[src/rtl/cpu_pkg.sv]
// Shared CPU definitions: fetch FSM state encoding and instruction-format defaults.
// Latency: n/a (types and constants only).
// Backpressure: n/a.
package cpu_pkg;

  // Fetch FSM states: opcode fetch, operand fetch, present to decoder, halted.
  typedef enum logic [1:0] {
    S_OPC  = 2'd0,
    S_OPR  = 2'd1,
    S_OUT  = 2'd2,
    S_HALT = 2'd3
  } fetch_state_t;

  // Opcode bit that marks a two-byte (opcode + operand) instruction.
  localparam int LONG_OP_BIT_DEF = 7;

endpackage

[src/rtl/fetch_unit.sv]
// Instruction fetch: reads 1- or 2-byte instructions, steps program_counter, hands them to decode.
// Latency: instruction valid 1 cycle after the last byte ack; zero-wait acks accepted same cycle.
// Backpressure: ir_ready=0 holds the instruction in S_OUT; mem_req/mem_addr hold until mem_ack.
//
// Ports:
//   clk, reset                      clock, async active-high reset
//   pc / pc_next / pc_enable        program_counter interface (load pc_next when pc_enable)
//   mem_req/mem_addr/mem_ack/mem_rdata  instruction memory read port
//   ir_valid/ir_ready/ir_opcode/ir_operand/ir_pc  instruction handoff to decoder
//   branch_taken/branch_target      redirect from execute, highest priority
//   halt                            stop fetching at the next instruction boundary
module fetch_unit
  import cpu_pkg::*;
#(
  parameter int LONG_OP_BIT = LONG_OP_BIT_DEF
) (
  input  logic       clk,
  input  logic       reset,
  input  logic [7:0] pc,
  output logic [7:0] pc_next,
  output logic       pc_enable,
  output logic       mem_req,
  output logic [7:0] mem_addr,
  input  logic       mem_ack,
  input  logic [7:0] mem_rdata,
  output logic       ir_valid,
  input  logic       ir_ready,
  output logic [7:0] ir_opcode,
  output logic [7:0] ir_operand,
  output logic [7:0] ir_pc,
  input  logic       branch_taken,
  input  logic [7:0] branch_target,
  input  logic       halt
);

  fetch_state_t r_state;
  logic [7:0]   r_ir_opcode;
  logic [7:0]   r_ir_operand;
  logic [7:0]   r_ir_pc;

  logic         w_mem_req;
  logic         w_byte_done;

  // A branch kills the request in the same cycle so a coincident ack cannot be consumed.
  assign w_mem_req = !reset && !branch_taken &&
                     (((r_state == S_OPC) && !halt) || (r_state == S_OPR));

  // Only an ack against our own live request counts; stray acks are dropped.
  assign w_byte_done = w_mem_req && mem_ack;

  assign mem_req    = w_mem_req;
  assign mem_addr   = pc;
  assign ir_valid   = (r_state == S_OUT);
  assign ir_opcode  = r_ir_opcode;
  assign ir_operand = r_ir_operand;
  assign ir_pc      = r_ir_pc;

  always_comb begin
    pc_next   = pc;
    pc_enable = 1'b0;
    if (!reset) begin
      if (branch_taken) begin
        pc_next   = branch_target;
        pc_enable = 1'b1;
      end else if (w_byte_done) begin
        pc_next   = pc + 8'd1;  // 8-bit add wraps FF -> 00
        pc_enable = 1'b1;
      end
    end
  end

  always_ff @(posedge clk or posedge reset) begin
    if (reset) begin
      r_state      <= S_OPC;
      r_ir_opcode  <= 8'h00;
      r_ir_operand <= 8'h00;
      r_ir_pc      <= 8'h00;
    end else if (branch_taken) begin
      r_state <= halt ? S_HALT : S_OPC;
    end else begin
      case (r_state)
        S_OPC: begin
          if (halt) begin
            r_state <= S_HALT;
          end else if (mem_ack) begin
            r_ir_opcode <= mem_rdata;
            r_ir_pc     <= pc;
            if (mem_rdata[LONG_OP_BIT]) begin
              r_state <= S_OPR;
            end else begin
              r_ir_operand <= 8'h00;
              r_state      <= S_OUT;
            end
          end
        end
        S_OPR: begin
          // halt is deliberately ignored here: an instruction is never split.
          if (mem_ack) begin
            r_ir_operand <= mem_rdata;
            r_state      <= S_OUT;
          end
        end
        S_OUT: begin
          if (ir_ready) begin
            r_state <= halt ? S_HALT : S_OPC;
          end
        end
        S_HALT: begin
          if (!halt) begin
            r_state <= S_OPC;
          end
        end
        default: r_state <= S_OPC;
      endcase
    end
  end

endmodule

[config.mk]
export PLATFORM = sky130hd
export DESIGN_NAME = fetch_unit
export DESIGN_NICKNAME = d
export VERILOG_FILES = /design/src/rtl/cpu_pkg.sv /design/src/rtl/fetch_unit.sv
export SDC_FILE = /design/constraint.sdc
export NUM_CORES = 1
export LEC_CHECK = 0
export ABC_AREA = 1
export BUFFER_PORTS_ARGS = -buffer_cell sky130_fd_sc_hd__buf_2
export CORE_ASPECT_RATIO = 1.5
export CORE_MARGIN = 3
export CORE_UTILIZATION = 39
export DETAILED_ROUTE_END_ITERATION = 10
export PLACE_DENSITY = 0.81
export SKIP_LAST_GASP = 1
export SYNTH_ARGS = -nofsm -noshare
export SYNTH_HDL_FRONTEND = slang
export SYNTH_SLANG_ARGS = --single-unit
[constraint.sdc]
create_clock -name clk -period 2.1 [get_ports clk]
set_input_delay 0.315 -clock clk [delete_from_list [all_inputs] [get_ports clk]]
set_output_delay 0.315 -clock clk [all_outputs]
set_load 0.005 [all_outputs]
==> results of run 1 <==
area by class of cell:
| class | count | area share (%) |
|---|---|---|
| Tap cell | 42 | 2.802 |
| Inverter | 34 | 6.805 |
| Clock buffer | 4 | 2.935 |
| Timing Repair Buffer | 75 | 20.41 |
| Sequential cell | 26 | 34.76 |
| Multi-Input combinational cell | 128 | 32.29 |
per-layer routing:
| metal | GRT usage (%) | part of all wire (%) | vias up |
|---|---|---|---|
| li1 | - | - | 762 |
| met1 | 18.41 | 41 | 660 |
| met2 | 29.63 | 52 | 52 |
| met3 | 1.572 | 5.5 | 4 |
| met4 | 5.463 | 1.2 | 0 |
| met5 | 0 | 0 | - |
worst min path at each step:
stage          depth (start not counted)                       end  slack, ps            startpoint
2_1_floorplan                          2  ir_opcode[0]$_DFFE_PP0P_        340                 reset
3_3_place_gp                           2      ir_pc[4]$_DFFE_PP0P_        460  ir_pc[4]$_DFFE_PP0P_
3_5_place_dp                           2      ir_pc[3]$_DFFE_PP0P_        470  ir_pc[3]$_DFFE_PP0P_
4_1_cts                                3    r_state[1]$_DFFE_PP0P_        200                 reset
5_1_grt                                3      ir_pc[7]$_DFFE_PP0P_        220                 reset
6_report                               3      ir_pc[7]$_DFFE_PP0P_        190                 reset
through the flow:
step | area, µm² | setup WS [ps] | total power, mW | hold WS, ps
final | 1876 | 156.7 | 1.925 | 190.7
after global routing | 1876 | 12.24 | 2.090 | 224.8
after CTS | 1874 | 140.9 | 1.945 | 203.2
after detailed placement | 1819 | 424.2 | 1.636 | 468.8
after global placement | 1819 | 439.5 | 1.605 | 464.7
after floorplan | 1480 | 393.3 | 1.258 | 344.9
flip-flops by register name (all words and copies together) (netlist names):
| register | count |
|---|---|
| ir_operand | 8 |
| ir_pc | 8 |
| ir_opcode | 8 |
| r_state | 2 |
what timing repair did:
item | in CTS | in global routing
setup endpoints to repair | 0 | 2
hold endpoints to repair | 0 | 0
gates resized for setup | 0 | 1
setup buffers | 0 | 0
logic make-up after synthesis:
| group | synth area share (%) |
|---|---|
| AND/OR/NAND/NOR | 26.12 |
| AO/OA/AOI/OAI | 13.95 |
| adder cells (fa/ha/maj) | 0.8452 |
| flip-flops | 43.96 |
| buffers and inverters | 15.13 |
cell usage after synthesis:
master,count
sky130_fd_sc_hd__o22ai_1,11
sky130_fd_sc_hd__nor3b_1,1
sky130_fd_sc_hd__o31ai_1,1
sky130_fd_sc_hd__nand2_2,2
sky130_fd_sc_hd__nor2_1,20
sky130_fd_sc_hd__buf_2,2
sky130_fd_sc_hd__nor3_1,3
sky130_fd_sc_hd__buf_4,8
sky130_fd_sc_hd__nor2_2,3
sky130_fd_sc_hd__ha_1,1
sky130_fd_sc_hd__buf_6,2
sky130_fd_sc_hd__nand2_1,49
sky130_fd_sc_hd__clkbuf_1,1
sky130_fd_sc_hd__nand4_1,2
sky130_fd_sc_hd__nand3_2,1
sky130_fd_sc_hd__inv_2,2
sky130_fd_sc_hd__o21ai_1,1
sky130_fd_sc_hd__nor3_4,1
sky130_fd_sc_hd__dfrtp_1,26
sky130_fd_sc_hd__o21ai_0,23
sky130_fd_sc_hd__inv_1,32
sky130_fd_sc_hd__a21oi_1,2
sky130_fd_sc_hd__nand3_1,7
power by group through the flow:
stage          Clock [mW]  Sequential, mW  Combinational, mW
2_1_floorplan           0           0.901              0.357
5_1_grt             0.340           0.910              0.840
3_3_place_gp            0           0.877              0.728
6_report            0.313           0.875              0.737
4_1_cts             0.317           0.874              0.755
3_5_place_dp            0           0.884              0.752
critical path: stages, from the launching register on:
cell	delay, ps
sky130_fd_sc_hd__dfrtp_2	450
sky130_fd_sc_hd__inv_1	140
sky130_fd_sc_hd__nand2_1	80
sky130_fd_sc_hd__nor2_2	190
sky130_fd_sc_hd__nand2_1	110
sky130_fd_sc_hd__o21ai_1	140
sky130_fd_sc_hd__nand2_1	60
sky130_fd_sc_hd__nand2_1	50
sky130_fd_sc_hd__inv_1	30
sky130_fd_sc_hd__buf_2	110
==> reports/summary.txt, run 1 <==
Routed WL: 3.609 mm
top cells by area, synth: sky130_fd_sc_hd__dfrtp_1 (44%), sky130_fd_sc_hd__nand2_1 (12%), sky130_fd_sc_hd__inv_1 (8.1%), sky130_fd_sc_hd__o21ai_0 (7.8%), sky130_fd_sc_hd__nor2_1 (5.1%)
CP required: 1780 ps
GPL Wtd Cong: 0.8502
post-detailed-route wirelength per cell: 11.68 µm
Final period util: 92.54%
number of I/O port buffers: 72
clk sink count: 26
detailed-routing iteration count for the pre-antenna-repair pass: 4
chip height: 81.45 µm
Synth Net Count: 232
worst hold-check path type: input pin to async pin
Root Buffer Master: sky130_fd_sc_hd__clkbuf_8
clock period minus worst slack: 1943 ps
number of fill cells: 351
Internal Dissipation: 1.257 mW
crit path capture type: output pin
CTS tree: done
CTS HTree Levels: 1
total number of nets in the final design: 299
clock skew after layout: 8.137 ps
total vias in the final route: 1,478
multi-input gate area in the final layout: 605.6 µm²
post-synthesis average cell area: 7.364 µm²
number of max-cap violations: 0
worst reg2reg path endpoint: ir_operand[6]$_DFFE_PP0P_
1st-iter DRT viols: 35
#FFs+latches synth: 26
type of element launching the critical path: flop
clock share of power: 16.3%
leakage component of the power: 1.083 nW
mean number of vias per cell: 4.783
Worst Max-Slew Pin Slew: 359.2 ps
maximum number of pins on one net before global-route repair: 33
Net Switching: 0.6673 mW
commonest cells after routing, fill and taps aside: sky130_fd_sc_hd__buf_2 (72), sky130_fd_sc_hd__nand2_1 (49), sky130_fd_sc_hd__inv_1 (32), sky130_fd_sc_hd__dfrtp_1 (25), sky130_fd_sc_hd__o21ai_0 (23)
Yosys top cell area share: 43.96%
cell accounting for the most synthesized area: sky130_fd_sc_hd__dfrtp_1
reg2reg path depth: 6
Detail Placement HPWL: 2.878 mm
ratio of total power to cell area: 1026 nW/µm²
area growth from synthesis to final layout: 26.71%
number of standard cells in the final layout excluding fillers: 309
standard cell core area: 3513 µm²
reg-to-reg slack, setup: 740 ps
termination of the worst setup path: pc_next[3]
run status: finished clean
RSZ-0062 raised after global routing: false
cell row count: 26
total setup violations reported at the end of the flow: 0
synthesized instance count: 201
Syn Std Cell Area: 1480 µm²
launching instance or port of the critical path: r_state[1]$_DFFE_PP0P_
most frequent standard cell in the layout excluding fill and tap cells: sky130_fd_sc_hd__buf_2
Total Die Area: 4586 µm²
Rel. slew slack: 75.98%
via count of the first global-routing pass: 1,367
CTS hold repair buffers: 0
top fanout value on the critical path: 6
register cell area after layout: 651.9 µm²
I/O Pins: 73
post-synthesis cell type count: 23
GRT Total Usage: 15.70%
clock tree buffer depth: 2
number of instances in the placed design: 305
first-pass GRT wire length: 5.878 mm
initial antenna violation count: 0
worst reg2reg path startpoint: r_state[0]$_DFFE_PP0P_
fraction of layout instances using a drive strength above 1: 33.33%
clock buffers created by TritonCTS: 3
final routed DRC violation total: 0
register area share after synthesis: 43.96%
Antenna Violating Nets Remaining: 0
fmax: 514.6 MHz
proportion of power drawn by flip-flops and latches: 45.4%
post-route core utilization: 53.38%
TNS Setup: 0 ps
Switching Fraction: 34.67%
clock slew at the register clock pins of the worst setup and hold paths: 90 ps
number of warnings reported in the yosys synthesis log: 0
horizontal extent of the die: 56.30 µm
worst supply voltage drop on vdd: 0.5416 mV
clk_lat worst skew: 270 ps
share of power burned in combinational logic: 38.3%
count of antenna diodes in the layout: 0
total gr overflow: 0
number of failing hold endpoints at the final stage: 0
category of the most critical setup path: flop to output pin
initial core utilization: 42.13%
max-slew violation total from the final report: 0
worst endpoint data arrival time: 1630 ps
Power figures use the tool's default switching activity.
==> run 2, diff against run 1 <==
--- a/config.mk
+++ b/config.mk
@@ -6,12 +6,12 @@
 export NUM_CORES = 1
 export LEC_CHECK = 0
 export ABC_AREA = 1
-export BUFFER_PORTS_ARGS = -buffer_cell sky130_fd_sc_hd__buf_2
 export CORE_ASPECT_RATIO = 1.5
 export CORE_MARGIN = 3
 export CORE_UTILIZATION = 39
 export DETAILED_ROUTE_END_ITERATION = 10
-export PLACE_DENSITY = 0.81
+export DONT_BUFFER_PORTS = 1
+export PLACE_DENSITY = 0.64
 export SKIP_LAST_GASP = 1
 export SYNTH_ARGS = -nofsm -noshare
 export SYNTH_HDL_FRONTEND = slang
==> reports/summary.txt, run 2 (synthesized netlist as in run 1, its figures left out) <==
run status: finished with violations
failing checks: negative hold slack
number of standard cells in the final layout excluding fillers: 236
number of max-cap violations: 0
reg-to-reg slack, setup: 700 ps
horizontal extent of the die: 56.30 µm
clock skew after layout: 6.409 ps
clk sink count: 26
1st-iter DRT viols: 46
leakage component of the power: 0.7850 nW
total gr overflow: 0
commonest cells after routing, fill and taps aside: sky130_fd_sc_hd__nand2_1 (49), sky130_fd_sc_hd__inv_1 (32), sky130_fd_sc_hd__dfrtp_1 (26), sky130_fd_sc_hd__o21ai_0 (23), sky130_fd_sc_hd__nor2_1 (20)
type of element launching the critical path: flop
Min Hold Slack: -12.93 ps
worst reg2reg path startpoint: r_state[0]$_DFFE_PP0P_
reg2reg path depth: 6
Antenna Violating Nets Remaining: 0
Worst Max-Slew Pin Slew: 396.2 ps
ratio of total power to cell area: 1155 nW/µm²
area growth from synthesis to final layout: 3.212%
CTS HTree Levels: 1
most frequent standard cell in the layout excluding fill and tap cells: sky130_fd_sc_hd__nand2_1
worst hold-check path type: input pin to async pin
GRT Total Usage: 16.20%
TNS Setup: 0 ps
number of I/O port buffers: 0
crit path capture type: output pin
worst setup slack before clock tree synthesis: 513.2 ps
max-slew violation total from the final report: 0
clock slew at the register clock pins of the worst setup and hold paths: 90 ps
CTS tree: done
category of the most critical setup path: flop to output pin
post-detailed-route wirelength per cell: 14.70 µm
initial antenna violation count: 0
number of instances in the placed design: 232
Final period util: 90.23%
Root Buffer Master: sky130_fd_sc_hd__clkbuf_8
minimum setup slack in the final design: 205.2 ps
clock buffers created by TritonCTS: 3
clock period minus worst slack: 1895 ps
first-pass GRT wire length: 5.851 mm
Routed WL: 3.469 mm
final routed DRC violation total: 0
RSZ-0062 raised after global routing: false
total vias in the final route: 1,202
worst endpoint data arrival time: 1580 ps
chip height: 81.45 µm
GPL Wtd Cong: 0.8183
detailed-routing iteration count for the pre-antenna-repair pass: 6
Rel. slew slack: 73.56%
total power draw: 1.765 mW
maximum number of pins on one net before global-route repair: 33
top fanout value on the critical path: 5
initial core utilization: 42.13%
via count of the first global-routing pass: 1,257
total setup violations reported at the end of the flow: 0
fmax: 527.8 MHz
fraction of layout instances using a drive strength above 1: 8.247%
CP required: 1780 ps
worst supply voltage drop on vdd: 0.5989 mV
mean number of vias per cell: 5.093
CTS hold repair buffers: 0
clock tree buffer depth: 2
standard cell core area: 3513 µm²
worst reg2reg path endpoint: ir_operand[4]$_DFFE_PP0P_
cell row count: 26
Total Die Area: 4586 µm²
I/O Pins: 73
total number of nets in the final design: 226
Detail Placement HPWL: 2.717 mm
count of antenna diodes in the layout: 0
number of failing hold endpoints at the final stage: 17
clk_lat worst skew: 270 ps
run 2: cell types whose count changed in the layout (fill, tap and decap cells not counted), sizes merged:
| cell | previous run | this run |
|---|---|---|
| buf | 75 | 2 |
| bufinv | 0 | 1 |
| clkbuf | 4 | 3 |
run 2: critical path: stages (launching register included):
cell                      delay (ps)
sky130_fd_sc_hd__dfrtp_1         450
sky130_fd_sc_hd__inv_1           110
sky130_fd_sc_hd__nand2_1          90
sky130_fd_sc_hd__nand2_2          70
sky130_fd_sc_hd__nor2_2          170
sky130_fd_sc_hd__nand2_1         140
sky130_fd_sc_hd__nand2_2         110
sky130_fd_sc_hd__nor2_1           40
sky130_fd_sc_hd__nor2_1          130
run 2: per-layer routing:
metal / global-route usage (%) / part of all wire, % / up-vias
met3: 4.874 / 8.1 / 7
met4: 8.789 / 2.5 / 0
li1: - / - / 613
met2: 27.87 / 51 / 52
met5: 0 / 0 / -
met1: 17.90 / 38 / 530
run 2: worst max-delay path by stage:
| stage | startpoint | end | depth (start not counted) |
|---|---|---|---|
| 2_1_floorplan | reset | pc_next[3] | 9 |
| 3_3_place_gp | r_state[0]$_DFFE_PP0P_ | pc_next[0] | 8 |
| 3_5_place_dp | r_state[0]$_DFFE_PP0P_ | pc_next[1] | 8 |
| 4_1_cts | r_state[0]$_DFFE_PP0P_ | pc_next[1] | 8 |
| 5_1_grt | r_state[0]$_DFFE_PP0P_ | pc_next[1] | 8 |
| 6_report | r_state[0]$_DFFE_PP0P_ | pc_next[1] | 8 |
run 2: cell type report:
class	instances	area, µm²
Inverter	34	127.6
Tap cell	42	52.55
Multi-Input combinational cell	128	610.6
Timing Repair Buffer	2	15.01
Fill cell	363	1986
Clock buffer	3	41.29
Sequential cell	26	650.6
Clock inverter	1	30.03
run 2: power breakdown:
group / internal, mW / switching, mW / leakage [nW]
logic: 0.159 / 0.250 / 0.421
registers: 0.744 / 0.203 / 0.328
clock network: 0.255 / 0.153 / 0.0357
total: 1.16 / 0.607 / 0.785
run 2: per-stage QoR:
stage | util, % | instance area, µm²
after floorplan | - | 1480
after global placement | 41.31 | 1451
after detailed placement | 41.31 | 1451
after CTS | 43.34 | 1523
after global routing | 43.48 | 1528
final | 43.48 | 1528
run 2: timing repair:
action | 4_1_cts | 5_1_grt
resized for setup | 0 | 1
buffers inserted | 0 | 0
setup endpoints to repair | 0 | 1
==> run 3, diff against run 2 <==
--- a/config.mk
+++ b/config.mk
@@ -6,13 +6,14 @@
 export NUM_CORES = 1
 export LEC_CHECK = 0
 export ABC_AREA = 1
+export CELL_PAD_IN_SITES_DETAIL_PLACEMENT = 1
+export CELL_PAD_IN_SITES_GLOBAL_PLACEMENT = 1
 export CORE_ASPECT_RATIO = 1.5
 export CORE_MARGIN = 3
 export CORE_UTILIZATION = 39
 export DETAILED_ROUTE_END_ITERATION = 10
 export DONT_BUFFER_PORTS = 1
-export PLACE_DENSITY = 0.64
-export SKIP_LAST_GASP = 1
+export PLACE_DENSITY = 0.84
 export SYNTH_ARGS = -nofsm -noshare
 export SYNTH_HDL_FRONTEND = slang
 export SYNTH_SLANG_ARGS = --single-unit
==> reports/summary.txt, run 3 (synthesized netlist as in run 1, its figures left out) <==
max-slew violation total from the final report: 0
clock buffers created by TritonCTS: 3
number of I/O port buffers: 0
CP max stage delay: 570 ps
fraction of layout instances using a drive strength above 1: 7.216%
Min Hold Slack: 181.3 ps
GRT Total Usage: 17.12%
ratio of total power to cell area: 1092 nW/µm²
category of the most critical setup path: input pin to output pin
count of antenna diodes in the layout: 0
minimum setup slack in the final design: 121.0 ps
post-route core utilization: 42.98%
Final period util: 94.24%
worst endpoint data arrival time: 1660 ps
commonest cells after routing, fill and taps aside: sky130_fd_sc_hd__nand2_1 (49), sky130_fd_sc_hd__inv_1 (32), sky130_fd_sc_hd__dfrtp_1 (26), sky130_fd_sc_hd__o21ai_0 (23), sky130_fd_sc_hd__nor2_1 (20)
top fanout value on the critical path: 9
clk_lat worst skew: 270 ps
type of element launching the critical path: input pin
total number of nets in the final design: 227
CP required: 1780 ps
worst supply voltage drop on vdd: 0.4699 mV
clock skew after layout: 0.9699 ps
run status: finished clean
crit path max-delay cell type: sky130_fd_sc_hd__dlygate4sd3_1
via count of the first global-routing pass: 1,315
Antenna Violating Nets Remaining: 0
most frequent CP cell: sky130_fd_sc_hd__nand2_1
Root Buffer Master: sky130_fd_sc_hd__clkbuf_8
1st-iter DRT viols: 24
area growth from synthesis to final layout: 2.029%
standard cell core area: 3513 µm²
crit path capture type: output pin
detailed-routing iteration count for the pre-antenna-repair pass: 3
chip height: 81.45 µm
buffering stage count on the worst path with inverters included: 3
CTS tree: done
Rel. slew slack: 71.25%
first-pass GRT wire length: 6.134 mm
cell row count: 26
I/O Pins: 73
number of max-cap violations: 0
horizontal extent of the die: 56.30 µm
most frequent standard cell in the layout excluding fill and tap cells: sky130_fd_sc_hd__nand2_1
clock period minus worst slack: 1979 ps
clock tree buffer depth: 2
mean number of vias per cell: 5.458
GPL Wtd Cong: 0.8100
CTS HTree Levels: 1
initial core utilization: 42.13%
total gr overflow: 0
cell family with most CP delay: buffers and inverters
post-detailed-route wirelength per cell: 15.86 µm
fmax: 505.3 MHz
Post-Place Cell Area: 1451 µm²
leakage component of the power: 0.7752 nW
Total Die Area: 4586 µm²
total setup violations reported at the end of the flow: 0
clock slew at the register clock pins of the worst setup and hold paths: 80 ps
worst setup slack before clock tree synthesis: 536.0 ps
worst hold-check path type: input pin to flop
initial antenna violation count: 0
clk sink count: 26
maximum number of pins on one net before global-route repair: 33
Routed WL: 3.743 mm
Detail Placement HPWL: 3.040 mm
number of failing hold endpoints at the final stage: 0
total vias in the final route: 1,288
final routed DRC violation total: 0
Worst Max-Slew Pin Slew: 429.7 ps
cell breakdown of the critical path: dlygate4sd3_1 > inv_4 > nand2_1 > nor2_4 > nand2_1 > o21ai_1 > nand2_1 > nand2_1 > inv_1
Layout Cell Area excl Fill: 1510 µm²
run 3: cell type report:
type,instances,area [µm²]
fill,447,2003
sequential,26,650.6
multi-input combinational,128,610.6
inverter,34,130.1
tap,42,52.55
clock buffer,3,41.29
timing repair buffer,3,25.02
run 3: layer usage:
metal / GRT usage (%) / part of all wire [%]
met3: 4.874 / 7.1
met2: 28.69 / 51
met4: 11.16 / 3.2
met5: 0 / 0
met1: 18.93 / 39
run 3: metrics by stage:
| step | TNS, ps | std cells | total power [mW] |
|---|---|---|---|
| after CTS | 0 | 236 | 1.669 |
| final | 0 | 236 | 1.649 |
| after global routing | -1.529 | 236 | 1.802 |
| after floorplan | 0 | 201 | 1.258 |
| after detailed placement | 0 | 232 | 1.391 |
| after global placement | 0 | 232 | 1.351 |
run 3: repair_timing:
action                                  CTS  global route
gates resized for setup                   0             2
endpoints found under the setup margin    0             4
hold buffers                              1             0
buffers inserted                          0             0
endpoints found under the hold margin     5             0
run 3: worst paths after layout:
check	from	endpoint	slack, ps	cells after the start
min in group asynchronous	reset	r_state[1]$_DFFE_PP0P_	400	2
hold reg to reg	ir_opcode[1]$_DFFE_PP0P_	ir_opcode[1]$_DFFE_PP0P_	520	2
setup / recovery	reset	pc_next[3]	120	9
setup reg to reg	r_state[1]$_DFFE_PP0P_	r_state[1]$_DFFE_PP0P_	670	6
hold / removal	pc[2]	ir_pc[2]$_DFFE_PP0P_	180	2
max in group asynchronous	reset	ir_opcode[3]$_DFFE_PP0P_	1240	3
run 3: report_power, final:
group | internal, mW | switching, mW | leakage (nW)
Combinational | 0.162 | 0.259 | 0.425
Clock | 0.129 | 0.150 | 0.0216
Sequential | 0.744 | 0.206 | 0.328
